[config.mk]
export PLATFORM = sky130hd
export DESIGN_NAME = tlb_array
export DESIGN_NICKNAME = d
export VERILOG_FILES = /design/src/rtl/tlb_array.sv
export SDC_FILE = /design/constraint.sdc
export NUM_CORES = 2
export LEC_CHECK = 0
export CAP_MARGIN = 15
export CORE_AREA = 2 2 432 327
export CTS_CLUSTER_DIAMETER = 40
export CTS_CLUSTER_SIZE = 28
export DETAILED_ROUTE_END_ITERATION = 10
export DIE_AREA = 0 0 434 329
export PLACE_DENSITY_LB_ADDON = 0.1
export SLEW_MARGIN = 20
export SYNTH_ARGS = -nofsm -noshare
export SYNTH_HDL_FRONTEND = slang
export SYNTH_SLANG_ARGS = --single-unit
[constraint.sdc]
create_clock -name clk -period 3.84 [get_ports clk]
set_input_delay 0.768 -clock clk [delete_from_list [all_inputs] [get_ports clk]]
set_output_delay 0.768 -clock clk [all_outputs]
set_load 0.01 [all_outputs]
[src/rtl/tlb_array.sv]
// 16-entry fully-associative joint TLB with two registered search ports, a tlbwi write port and a combinational tlbr read port.
// Define TLB_MULTIHIT_EN to add the s0_multi/s1_multi multiple-match flags.
module tlb_array #(
  parameter int TLBNUM = 16,
  parameter int IDX_W  = 4
) (
  input  logic             clk,
  input  logic             resetn,
  input  logic             s0_req,
  input  logic [18:0]      s0_vpn2,
  input  logic             s0_odd_page,
  input  logic [7:0]       s0_asid,
  output logic             s0_resp_valid,
  output logic             s0_found,
  output logic [IDX_W-1:0] s0_index,
  output logic [19:0]      s0_pfn,
  output logic [2:0]       s0_c,
  output logic             s0_d,
  output logic             s0_v,
  input  logic             s1_req,
  input  logic [18:0]      s1_vpn2,
  input  logic             s1_odd_page,
  input  logic [7:0]       s1_asid,
  output logic             s1_resp_valid,
  output logic             s1_found,
  output logic [IDX_W-1:0] s1_index,
  output logic [19:0]      s1_pfn,
  output logic [2:0]       s1_c,
  output logic             s1_d,
  output logic             s1_v,
`ifdef TLB_MULTIHIT_EN
  output logic             s0_multi,
  output logic             s1_multi,
`endif
  input  logic             we,
  input  logic [IDX_W-1:0] w_index,
  input  logic [18:0]      w_vpn2,
  input  logic [7:0]       w_asid,
  input  logic             w_g,
  input  logic [19:0]      w_pfn0,
  input  logic [2:0]       w_c0,
  input  logic             w_d0,
  input  logic             w_v0,
  input  logic [19:0]      w_pfn1,
  input  logic [2:0]       w_c1,
  input  logic             w_d1,
  input  logic             w_v1,
  input  logic [IDX_W-1:0] r_index,
  output logic [18:0]      r_vpn2,
  output logic [7:0]       r_asid,
  output logic             r_g,
  output logic [19:0]      r_pfn0,
  output logic [2:0]       r_c0,
  output logic             r_d0,
  output logic             r_v0,
  output logic [19:0]      r_pfn1,
  output logic [2:0]       r_c1,
  output logic             r_d1,
  output logic             r_v1
);

  typedef struct packed {
    logic [18:0] vpn2;
    logic [7:0]  asid;
    logic        g;
    logic [19:0] pfn0;
    logic [2:0]  c0;
    logic        d0;
    logic        v0;
    logic [19:0] pfn1;
    logic [2:0]  c1;
    logic        d1;
    logic        v1;
  } entry_t;

  typedef struct packed {
    logic             found;
    logic [IDX_W-1:0] index;
    logic [19:0]      pfn;
    logic [2:0]       c;
    logic             d;
    logic             v;
  } resp_t;

  entry_t              tlb_q [TLBNUM];
  entry_t              w_entry;
  entry_t              rd_entry;
  logic [TLBNUM-1:0]   hit0;
  logic [TLBNUM-1:0]   hit1;
  logic [IDX_W-1:0]    idx0;
  logic [IDX_W-1:0]    idx1;
  resp_t               nxt0;
  resp_t               nxt1;
  resp_t               rsp0_p1;
  resp_t               rsp1_p1;
  logic                vld0_p1;
  logic                vld1_p1;

  function automatic logic entry_match(entry_t e, logic [18:0] vpn2, logic [7:0] asid);
    return (e.vpn2 == vpn2) && (e.g || (e.asid == asid));
  endfunction

  // Scanning downward leaves the lowest matching index, so duplicate entries resolve deterministically.
  function automatic logic [IDX_W-1:0] first_hit(logic [TLBNUM-1:0] hits);
    logic [IDX_W-1:0] idx;
    idx = '0;
    for (int i = TLBNUM - 1; i >= 0; i--) begin
      if (hits[i]) idx = IDX_W'(i);
    end
    return idx;
  endfunction

  function automatic resp_t page_sel(logic hit, logic [IDX_W-1:0] idx, entry_t e, logic odd);
    resp_t r;
    r = '0;
    if (hit) begin
      r.found = 1'b1;
      r.index = idx;
      if (odd) begin
        r.pfn = e.pfn1;
        r.c   = e.c1;
        r.d   = e.d1;
        r.v   = e.v1;
      end else begin
        r.pfn = e.pfn0;
        r.c   = e.c0;
        r.d   = e.d0;
        r.v   = e.v0;
      end
    end
    return r;
  endfunction

`ifdef TLB_MULTIHIT_EN
  // Clearing the lowest set bit leaves something only if two or more bits were set.
  function automatic logic multi_hit(logic [TLBNUM-1:0] hits);
    return |(hits & (hits - TLBNUM'(1)));
  endfunction
`endif

  assign w_entry = {w_vpn2, w_asid, w_g, w_pfn0, w_c0, w_d0, w_v0, w_pfn1, w_c1, w_d1, w_v1};

  always_comb begin
    hit0 = '0;
    hit1 = '0;
    for (int i = 0; i < TLBNUM; i++) begin
      hit0[i] = entry_match(tlb_q[i], s0_vpn2, s0_asid);
      hit1[i] = entry_match(tlb_q[i], s1_vpn2, s1_asid);
    end
    idx0 = first_hit(hit0);
    idx1 = first_hit(hit1);
    nxt0 = page_sel(|hit0, idx0, tlb_q[idx0], s0_odd_page);
    nxt1 = page_sel(|hit1, idx1, tlb_q[idx1], s1_odd_page);
  end

  // Entry storage: searches in the write cycle still see the old contents.
  always_ff @(posedge clk or negedge resetn) begin
    if (!resetn) begin
      for (int i = 0; i < TLBNUM; i++) tlb_q[i] <= '0;
    end else if (we) begin
      tlb_q[w_index] <= w_entry;
    end
  end

  // Stage p1: search results, held until the next accepted request on the port.
  always_ff @(posedge clk or negedge resetn) begin
    if (!resetn) begin
      vld0_p1 <= 1'b0;
      vld1_p1 <= 1'b0;
      rsp0_p1 <= '0;
      rsp1_p1 <= '0;
    end else begin
      vld0_p1 <= s0_req;
      vld1_p1 <= s1_req;
      if (s0_req) rsp0_p1 <= nxt0;
      if (s1_req) rsp1_p1 <= nxt1;
    end
  end

`ifdef TLB_MULTIHIT_EN
  logic multi0_p1;
  logic multi1_p1;

  always_ff @(posedge clk or negedge resetn) begin
    if (!resetn) begin
      multi0_p1 <= 1'b0;
      multi1_p1 <= 1'b0;
    end else begin
      if (s0_req) multi0_p1 <= multi_hit(hit0);
      if (s1_req) multi1_p1 <= multi_hit(hit1);
    end
  end

  assign s0_multi = multi0_p1;
  assign s1_multi = multi1_p1;
`endif

  assign s0_resp_valid = vld0_p1;
  assign s0_found      = rsp0_p1.found;
  assign s0_index      = rsp0_p1.index;
  assign s0_pfn        = rsp0_p1.pfn;
  assign s0_c          = rsp0_p1.c;
  assign s0_d          = rsp0_p1.d;
  assign s0_v          = rsp0_p1.v;

  assign s1_resp_valid = vld1_p1;
  assign s1_found      = rsp1_p1.found;
  assign s1_index      = rsp1_p1.index;
  assign s1_pfn        = rsp1_p1.pfn;
  assign s1_c          = rsp1_p1.c;
  assign s1_d          = rsp1_p1.d;
  assign s1_v          = rsp1_p1.v;

  assign rd_entry = tlb_q[r_index];
  assign r_vpn2   = rd_entry.vpn2;
  assign r_asid   = rd_entry.asid;
  assign r_g      = rd_entry.g;
  assign r_pfn0   = rd_entry.pfn0;
  assign r_c0     = rd_entry.c0;
  assign r_d0     = rd_entry.d0;
  assign r_v0     = rd_entry.v0;
  assign r_pfn1   = rd_entry.pfn1;
  assign r_c1     = rd_entry.c1;
  assign r_d1     = rd_entry.d1;
  assign r_v1     = rd_entry.v1;

endmodule
==> results.py <==
metrics = {
    "routing": {
        "wl_per_cell_um": 36.7,
        "dr_total_vias": 77100,
        "ant_nets": 0,
        "drc": 40,
        "dr.first_iter.drc_count": 13500,
        "totalWireLength_mm": 387,
        "viasPerCell": 7.33,
        "drt_pass1_iterations": 11,
    },
    "synthesis": {
        "synth_top_flop_cell": "dfrtp_1",
        "synth_top_cell_by_area": "dfrtp_1",
        "synth_warnings": 0,
        "synth_top_area_share_pct": 39.7,
        "syn_inst": 7147,
        "synth_most_common_cell": "dfrtp_1",
        "synth_seq_cells": 1310,
        "synth.area.top_cells": "dfrtp_1 40%, mux2_2 16%, mux4_2 11%, xor2_1 8.1%, o211ai_1 3.2%",
        "synth_area_sq_mm": 0.0826,
        "yosysSeqAreaShare_pct": 39.7,
        "synth_common_cells": "1310 x dfrtp_1, 1207 x mux2_2, 768 x xor2_1, 600 x nand2_1, 390 x mux4_2",
        "synth_edf_count": 0,
        "synth_fp_nets": 7294,
        "avgSynthCellArea_sq_um": 11.6,
        "synth_cell_types": 79,
        "async_reset_ff_share_pct": 100,
    },
    "timing": {
        "max_freq_ghz": 0.219,
        "hold_viol": 0,
        "drv_slew": 0,
        "setup_slack_ns": -0.724,
        "max-slew-margin-rel_pct": 31.1,
        "tns_ns": -22.46,
        "grt_setup_unrepaired": "yes",
        "worst_pin_slew_ns": 1.03,
        "skew_ns": 0.0617,
        "min_period_ns": 4.56,
        "timing.final.crit_share_pct": 119,
        "setup_viol": 54,
    },
    "critical_path": {
        "critical_path_peak_fanout": 8,
        "path_class": "in -> reg",
        "cp_data_arrival_time_ns": 5.38,
        "r2r_end": "s1_pfn[5]",
        "worstSetupStartpointType": "primary input",
        "critPathCaptureType": "register",
        "cp.required_ns": 4.65,
        "rrSetupSlack_ns": -0.71,
        "regToRegStartpoint": "tlb_q[386]",
        "rr_worst_depth": 19,
    },
    "placement": {
        "placed_cells": 9929,
        "place.gp.congestion": 1.06,
        "place_ws_ns": -2.02,
        "hpwl_mm": 253,
        "io_buffers": 286,
    },
    "global_route": {
        "grt_pass1_vias": 73200,
        "grt_max_degree": 114,
        "antenna_found_initial": 29,
        "grt_usage_pct": 52.0,
        "overflow": 0,
        "grt_pass1_wl_mm": 531,
    },
    "clock_network": {
        "clockBufferDepth": 3,
        "root_buffer": "clkbuf_16",
        "clock_sinks": 1310,
        "numCtsBuffers": 171,
        "clk_latency_ns": 0.89,
        "clkTransAtPathRegs_ns": 0.07,
        "cts_tree": "yes",
        "h-tree-depth": 4,
    },
    "hold_path": {
        "hold_end": "s1_found",
        "hold_class": "reg -> reg",
        "hold_start": "s1_found",
        "holdPathStages": 1,
    },
    "power": {
        "power.switching_w": 0.0196,
        "internal_power_w": 0.0355,
        "power_frac_comb_pct": 30.3,
        "clkPwrFrac_pct": 31.8,
        "p_sw_share_pct": 35.5,
        "power.density_mw_per_mm2": 495,
        "ir_drop_mv": 0.526,
        "leakage_nw": 46.4,
        "pwr-share-seq_pct": 37.8,
    },
    "floorplan": {
        "start_util_pct": 59.4,
        "ios": 287,
        "dieHeight_um": 329,
        "row_count": 119,
        "die_w_um": 434,
        "core-area_sq_mm": 0.139,
        "die-area_sq_mm": 0.143,
    },
    "finish": {
        "nFillCells": 8272,
        "drive_gt1_share_pct": 46.1,
        "area_growth_pct": 34.5,
        "final_nets": 8610,
        "final-instance-count-excl-fill": 10500,
    },
    "status": {
        "violations": "design-rule violations, negative setup slack",
        "outcome": "finished with violations",
    },
    "flow_run": {
        "maxCapViolations": 0,
    },
}
==> cell usage in the layout, fill, tap and decap left out, types with 20 or more instances in the layout <==
master	n
buf_16	31
nand3_1	47
xor2_1	729
a2111oi_2	36
a31oi_1	31
inv_8	20
a32o_1	64
diode_2	38
a211oi_2	24
o21ai_0	206
nor2_1	45
a32oi_1	46
clkdlybuf4s50_1	239
mux2i_1	195
xor2_2	31
buf_4	1117
nor4_2	51
and2_1	46
a21oi_1	36
dfrtp_1	1296
o211ai_1	355
nor4_1	133
buf_12	263
nand2_1	583
xnor2_1	95
mux4_2	390
nand4_1	42
buf_6	101
clkbuf_16	193
nor4_4	26
inv_6	33
dlygate4sd2_1	22
mux2_2	1197
inv_1	181
a32oi_2	33
a211oi_1	50
nor3_2	22
==> how the worst max path moves through the flow <==
stage                      from    endpoint  slack [ns]  cells after the start
global route         tlb_q[154]   s1_pfn[3]       -0.74                     16
floorplan           s1_vpn2[15]  s1_pfn[19]       -0.03                     14
detailed placement   s1_vpn2[0]   s1_pfn[2]       -2.02                     18
finish               s1_vpn2[7]   s1_pfn[5]       -0.72                     18
CTS                  tlb_q[154]   s1_pfn[4]       -0.60                     17
global placement     s1_vpn2[0]   s1_pfn[2]       -1.97                     18
==> cell families (layout without fill, tap and decap cells) <==
| family | Yosys count | in the layout | synth area share [%] |
|---|---|---|---|
| AO/OA/AOI/OAI | 1140 | 1141 | 10.3 |
| XOR/XNOR | 864 | 864 | 9.16 |
| buffers and inverters | 876 | 2336 | 4.58 |
| flip-flops | 1310 | 1310 | 39.7 |
| multiplexers | 1811 | 1811 | 29.7 |
| other | 0 | 38 | 0 |
| AND/OR/NAND/NOR | 1146 | 1146 | 6.62 |
==> registers in the layout, summed over array words and instances (netlist names), 3 cells and up <==
signal    flops
s1_pfn       20
s1_index      4
s0_index      4
s0_c          3
s0_pfn       20
s1_c          3
tlb_q      1248
==> layout make-up <==
class,count,area (sq um),share of cell area [%]
Inverter,183,691,0.621
Sequential cell,1310,32800,29.5
Clock buffer,196,4580,4.12
Multi-Input combinational cell,4962,49700,44.7
Clock inverter,122,1560,1.40
Tap cell,1875,2350,2.11
Timing Repair Buffer,1835,19400,17.5
Antenna cell,38,95.1,0.0856
==> through the flow <==
| step | cell area, sq um | utilization [%] | total power [W] | hold slack, ns |
|---|---|---|---|---|
| finish | 111000 | 79.9 | 0.0550 | 0.501 |
| global route | 111000 | 79.9 | 0.0563 | 0.520 |
| CTS | 108000 | 77.8 | 0.0533 | 0.470 |
| detailed placement | 98100 | 70.5 | 0.0355 | 0.471 |
| global placement | 98100 | 70.5 | 0.0351 | 0.477 |
| floorplan | 83100 | - | 0.0280 | 0.472 |
==> worst max-delay path, stage by stage <==
cell             delay (ns)
clkdlybuf4s50_1        0.47
buf_12                 0.18
xor2_1                 0.14
buf_4                  0.14
nor4_4                 0.36
nand4_1                0.43
nor3_2                 0.37
clkbuf_16              0.20
o2111ai_4              0.22
o21a_4                 0.31
buf_12                 0.16
buf_12                 0.14
clkbuf_16              0.18
buf_4                  0.15
o211ai_1               0.32
o2111ai_4              0.18
a2111oi_4              0.40
a32o_1                 0.23
==> metal layers <==
layer | GRT usage, % | wire length (um) | vias to the layer above | share of wire, %
met4 | 25.1 | 24900 | 28 | 6.4
met1 | 70.6 | 142000 | 38100 | 37
li1 | - | - | 29400 | -
met5 | 1.70 | 889 | - | 0.23
met3 | 28.8 | 72600 | 1994 | 19
met2 | 66.5 | 147000 | 7635 | 38
==> power groups by stage <==
| stage | registers [W] | logic, W | clock network [W] |
|---|---|---|---|
| after floorplan | 0.0195 | 0.00852 | 0 |
| after global placement | 0.0203 | 0.0147 | 0 |
| final | 0.0208 | 0.0167 | 0.0175 |
| after CTS | 0.0203 | 0.0156 | 0.0174 |
| after global routing | 0.0209 | 0.0173 | 0.0181 |
| after detailed placement | 0.0205 | 0.0151 | 0 |
==> repair_timing <==
item | 4_1_cts | 5_1_grt
gates resized for setup | 490 | 325
hold buffers | 1 | 0
pin swaps | 157 | 147
setup buffers | 132 | 73
endpoints found under the setup margin | 61 | 71
endpoints found under the hold margin | 98 | 0
gates cloned | 23 | 18
(Power assumes the default switching activity.)
